**src/rtl/tick_pkg.sv**
```systemverilog
// ============================================================================
// Module : tick_pkg
// Brief  : Default strobe frequencies and counter-width helper for tick_generator.
// Rev    : 1.0  initial release
// ============================================================================
`default_nettype none

package tick_pkg;

    localparam int DEF_CLK_HZ   = 100_000_000;
    localparam int DEF_FAST_HZ  = 100;
    localparam int DEF_SLOW_HZ  = 1;
    localparam int DEF_BLINK_HZ = 4;

    // A divider with HALF == 1 still needs a one-bit counter to compare against.
    function automatic int cnt_width(input int half);
        return (half <= 1) ? 1 : $clog2(half);
    endfunction

endpackage

`default_nettype wire

```
**src/rtl/tick_generator_toggle_divider.sv**
```systemverilog
// ============================================================================
// Module : toggle_divider
// Brief  : Counts HALF advance strobes per half period and toggles a square.
// Rev    : 1.0  initial release
// ============================================================================
`default_nettype none

module toggle_divider
    import tick_pkg::*;
#(
    parameter int HALF = 2
) (
    input  logic clk,
    input  logic rst,
    input  logic adv,
    input  logic clr,
    output logic sq,
    output logic rise
);

    localparam int             W    = cnt_width(HALF);
    localparam logic [W-1:0]   LAST = W'(HALF - 1);

    generate
        if (HALF < 1) begin : g_bad_half
            $error("toggle_divider: HALF must be >= 1");
        end
    endgenerate

    logic [W-1:0] cnt;
    logic         terminal;

    assign terminal = (cnt == LAST);
    // Combinational: true in the cycle whose edge takes sq 0->1; a clear suppresses it.
    assign rise     = adv & ~clr & terminal & ~sq;

    always_ff @(posedge clk or posedge rst) begin
        if (rst) begin
            cnt <= '0;
            sq  <= 1'b0;
        end else if (clr) begin
            cnt <= '0;
            sq  <= 1'b0;
        end else if (adv) begin
            if (terminal) begin
                cnt <= '0;
                sq  <= ~sq;
            end else begin
                cnt <= cnt + 1'b1;
            end
        end
    end

endmodule

`default_nettype wire

```
**src/rtl/tick_generator.sv**
```systemverilog
// ============================================================================
// Module : tick_generator
// Brief  : Cascaded strobe generator: FAST_HZ square + pulse, SLOW_HZ square
//          + pulse, and a BLINK_HZ square built only when BLINK_EN is defined.
// Rev    : 1.0  initial release
// ============================================================================
`default_nettype none

module tick_generator
    import tick_pkg::*;
#(
    parameter int CLK_HZ   = DEF_CLK_HZ,
    parameter int FAST_HZ  = DEF_FAST_HZ,
    parameter int SLOW_HZ  = DEF_SLOW_HZ,
    parameter int BLINK_HZ = DEF_BLINK_HZ
) (
    input  logic clk,
    input  logic rst,
    input  logic run,
    input  logic sync,
    output logic hundredHz,
    output logic hundredPulse,
    output logic oneHz,
    output logic onePulse,
    output logic blink
);

    localparam int HALF_FAST = CLK_HZ / (2 * FAST_HZ);
    localparam int HALF_SLOW = FAST_HZ / (2 * SLOW_HZ);

    logic fast_rise;
    logic slow_adv;
    logic slow_rise;

    toggle_divider #(.HALF(HALF_FAST)) u_fast (
        .clk  (clk),
        .rst  (rst),
        .adv  (run),
        .clr  (sync),
        .sq   (hundredHz),
        .rise (fast_rise)
    );

    // Downstream stages step once per hundredHz rise, so their edges land on it.
    assign slow_adv = run & fast_rise;

    toggle_divider #(.HALF(HALF_SLOW)) u_slow (
        .clk  (clk),
        .rst  (rst),
        .adv  (slow_adv),
        .clr  (sync),
        .sq   (oneHz),
        .rise (slow_rise)
    );

    always_ff @(posedge clk or posedge rst) begin
        if (rst) begin
            hundredPulse <= 1'b0;
            onePulse     <= 1'b0;
        end else begin
            hundredPulse <= fast_rise;
            onePulse     <= slow_rise;
        end
    end

`ifdef BLINK_EN
    localparam int HALF_BLINK = FAST_HZ / (2 * BLINK_HZ);

    logic blink_rise;

    toggle_divider #(.HALF(HALF_BLINK)) u_blink (
        .clk  (clk),
        .rst  (rst),
        .adv  (slow_adv),
        .clr  (sync),
        .sq   (blink),
        .rise (blink_rise)
    );

    logic unused_blink_rise;
    assign unused_blink_rise = blink_rise;
`else
    logic unused_blink_hz;
    assign unused_blink_hz = (BLINK_HZ != 0);
    assign blink           = 1'b0;
`endif

endmodule

`default_nettype wire

```
**config.mk**
```make
export PLATFORM = sky130hd
export DESIGN_NAME = tick_generator
export DESIGN_NICKNAME = d
export VERILOG_FILES = /design/src/rtl/tick_pkg.sv /design/src/rtl/tick_generator_toggle_divider.sv /design/src/rtl/tick_generator.sv
export SDC_FILE = /design/constraint.sdc
export NUM_CORES = 1
export LEC_CHECK = 0
export BUFFER_PORTS_ARGS = -buffer_cell sky130_fd_sc_hd__buf_2
export CELL_PAD_IN_SITES_DETAIL_PLACEMENT = 0
export CELL_PAD_IN_SITES_GLOBAL_PLACEMENT = 1
export CORE_ASPECT_RATIO = 1.1
export CORE_MARGIN = 2
export CORE_UTILIZATION = 40
export DETAILED_ROUTE_END_ITERATION = 8
export GPL_TIMING_DRIVEN = 0
export PLACE_DENSITY_LB_ADDON = 0.1
export SETUP_SLACK_MARGIN = 0.3
export SLEW_MARGIN = 25
export SYNTH_ARGS = -nofsm -noshare
export SYNTH_HDL_FRONTEND = slang
export SYNTH_SLANG_ARGS = --single-unit
```
**constraint.sdc**
```tcl
create_clock -name clk -period 2.3 [get_ports clk]
set_input_delay 0.115 -clock clk [delete_from_list [all_inputs] [get_ports clk]]
set_output_delay 0.115 -clock clk [all_outputs]
set_load 0.02 [all_outputs]
```
==> impl_metrics.py <==
metrics = {
    "sta": {
        "setup_viol": 0,
        "setup_tns_ns": 0,
        "min_period_ns": 2.150,
        "relSlewSlack_pct": 55.99,
        "fin_skew_ns": 0.005500,
        "hold_viol": 0,
        "whs_ns": 0.4001,
        "rsz0062_at_grt": "true",
        "timing.final.ws_setup_ns": 0.1499,
        "slew_viol_final": 0,
        "layout_worst_path_cycle_share_pct": 93.48,
        "max_freq_mhz": 465.1,
        "worst_pin_slew_ns": 0.6541,
    },
    "floorplanning": {
        "initial_core_util_pct": 41.06,
        "die-height_um": 70.39,
        "rows": 24,
        "die_x_um": 64.36,
        "core_um2": 3904,
        "ios": 9,
        "die_area_um2": 4530,
    },
    "route": {
        "routed_wl_mm": 4.167,
        "drtIter0Drc": 79,
        "drcViolationCount": 0,
        "via_per_inst": 5.759,
        "postRouteAntennaNets": 0,
        "route.vias.total": 1457,
        "routedWlPerCell_um": 16.47,
        "dr.pass1.iters": 4,
    },
    "grt": {
        "grt_pass1_vias": 1444,
        "grt_pass1_wl_mm": 7.093,
        "antenna_found_initial": 0,
        "overflow": 0,
        "grt_max_degree": 30,
        "grt.total_usage_pct": 20.64,
    },
    "clock_network": {
        "clk_pin_slew_ns": 0.06,
        "cts_tree": "built",
        "htree_levels": 2,
        "cts_buffers": 5,
        "clk_latency_ns": 0.29,
        "cts_sinks": 29,
        "clockBufferDepth": 2,
        "clockRootBuffer": "clkbuf_8",
    },
    "synth": {
        "ys_warn_count": 0,
        "async_reset_ff_share_pct": 100.0,
        "syn_inst": 167,
        "synth_cell_types": 41,
        "synth_edf_count": 0,
        "synth-main-ff-cell": "dfrtp_1",
        "yosys-top-cells-area": "dfrtp_1 (45%), xnor2_1 (4.4%), a21oi_1 (4.1%), nor2_1 (3.7%), or4_1 (3.3%)",
        "avgSynthCellArea_um2": 9.598,
        "synth_top_area_share_pct": 45.28,
        "yosysSeqAreaShare_pct": 45.28,
        "synth_seq_cells": 29,
        "syn_area_um2": 1603,
        "syn-num-nets": 174,
        "yosys.area.top_type": "dfrtp_1",
    },
    "placement": {
        "globalplace.congestion": 0.8210,
        "dp_slack_ns": -0.006684,
        "post_dp_cell_area_um2": 1727,
        "port_buffers": 7,
        "post-dp-hpwl_mm": 2.566,
    },
    "cells_and_area": {
        "fin_util_pct": 53.11,
        "final.fill_count": 389,
        "mostFrequentLayoutCells": "dfrtp_1 (27), buf_4 (17), nor2_1 (10)",
        "multiInputGateArea_um2": 915.9,
        "layout.cells.most_common": "dfrtp_1",
        "design_area_um2": 2073,
        "finalNetCount": 207,
        "antenna_cells": 0,
        "drive_above_1_share_pct": 32.34,
        "area_growth_pct": 29.35,
        "regArea_um2": 728.2,
    },
    "setup_path": {
        "path_cells": "or4_4 -> or4_4 -> buf_8 -> o21ai_4 -> buf_6 -> a21oi_2",
        "slowest_delay_ns": 0.56,
        "startpoint_type": "flop",
        "setup.worst_path.end_class": "flop",
        "cp_num_buf_inv": 2,
        "crit_slowest_cell": "or4_4",
        "crit_fanout": 6,
        "crit_path_frequent_cell": "or4_4",
        "r2r-start": "u_fast.cnt[6]$_DFFE_PP0P_",
        "setup.worst_path.start": "u_fast.cnt[6]$_DFFE_PP0P_",
        "crit_arrival_ns": 2.32,
        "cp.required_ns": 2.47,
        "worst-setup-path-type": "flop to flop",
        "crit_family": "simple AND/OR/NAND/NOR gates",
    },
    "run_status": {
        "outcome": "completed",
    },
    "pwr": {
        "p_leak_nw": 0.7805,
        "cellPowerDensity_nw_per_um2": 502.7,
        "ir_worst_vdd_v": 0.0003139,
    },
    "worst_hold_path": {
        "worst_hold_path_type": "input port to flop",
        "min_from": "run",
    },
    "flow_run": {
        "cap_violations": 0,
    },
}
[cells by family after synthesis]
kind of cell,count (synthesis),share of synthesized area [%]
AOI/OAI and AO/OA,36,14.91
xor gates and xnor gates,10,5.465
adders and majority gates,3,2.342
buffers and inverters,12,3.201
DFF,29,45.28
other,1,0.2340
and+or+nand+nor,76,28.57
[worst reg2reg max path, stage by stage, from the launching register on]
cell	delay, ns
dfrtp_1	0.40
or4_4	0.52
or4_4	0.56
buf_8	0.15
o21ai_4	0.20
buf_6	0.18
a21oi_2	0.04
[path summary, 6_finish.rpt]
path / end / slack [ns] / cells after the start
setup / recovery: u_fast.cnt[13]$_DFFE_PP0P_ / 0.15 / 6
hold / removal: u_fast.cnt[1]$_DFFE_PP0P_ / 0.40 / 4
setup reg to reg: u_fast.cnt[13]$_DFFE_PP0P_ / 0.15 / 6
hold reg to reg: onePulse$_DFF_PP0_ / 0.52 / 1
max in group asynchronous: u_fast.cnt[1]$_DFFE_PP0P_ / 1.40 / 3
min in group asynchronous: u_fast.cnt[18]$_DFFE_PP0P_ / 0.45 / 3
[where the power goes]
part | internal, mW | switching (mW)
clock network | 0.270 | 0.199
registers | 0.513 | 0.00173
logic | 0.0202 | 0.0382
[stage by stage]
step | std cells | power [mW]
floorplan | 167 | 0.5550
CTS | 248 | 1.054
detailed placement | 226 | 0.5692
global placement | 226 | 0.5674
global route | 253 | 1.081
finish | 253 | 1.042
[synth_stat cells (all sizes together), types with 2 or more instances]
library cell	count
a21oi	13
xnor2	8
nand2b	3
or3	4
nand3	8
nand4	7
or2	2
o21bai	2
nor2	16
nor3	5
inv	5
clkbuf	3
a211o	2
a32o	2
nor4b	4
ha	3
nor4	4
o21ai	6
buf	4
nand4b	3
nand2	5
xor2	2
or4	7
o31ai	5
nor4bb	2
a311oi	2
dfrtp	29
o211ai	2
[state kept, by name (all words and copies together) (netlist names)]
name / cells
hundredPulse: 1
onePulse: 1
u_fast.cnt: 19
u_fast.sq: 1
u_slow.cnt: 6
u_slow.sq: 1
[layer usage]
metal	up-vias	routed length (um)	track usage, %
li1	695	-	-
met1	717	1906	26.86
met2	39	2028	33.56
met3	6	178	3.865
met4	0	55	8.511
met5	-	0	0
[area by class of cell]
cell class,count,share of cell area [%]
well taps,52,3.138
plain buffers,7,2.716
inverters,5,0.9052
flip-flops and latches,29,35.12
clock inverters,1,0.2414
clock buffers,7,4.647
repair buffers,26,9.052
multi-input cells,126,44.18
[what timing repair did]
item / CTS / global route
setup buffers: 12 / 5
hold endpoints to repair: 29 / 0
resized for setup: 26 / 12
hold buffers: 1 / 0
endpoints found under the setup margin: 24 / 24
pin swaps: 10 / 7
gates cloned: 1 / 0
Note: power is estimated with default switching activity, not from simulation.
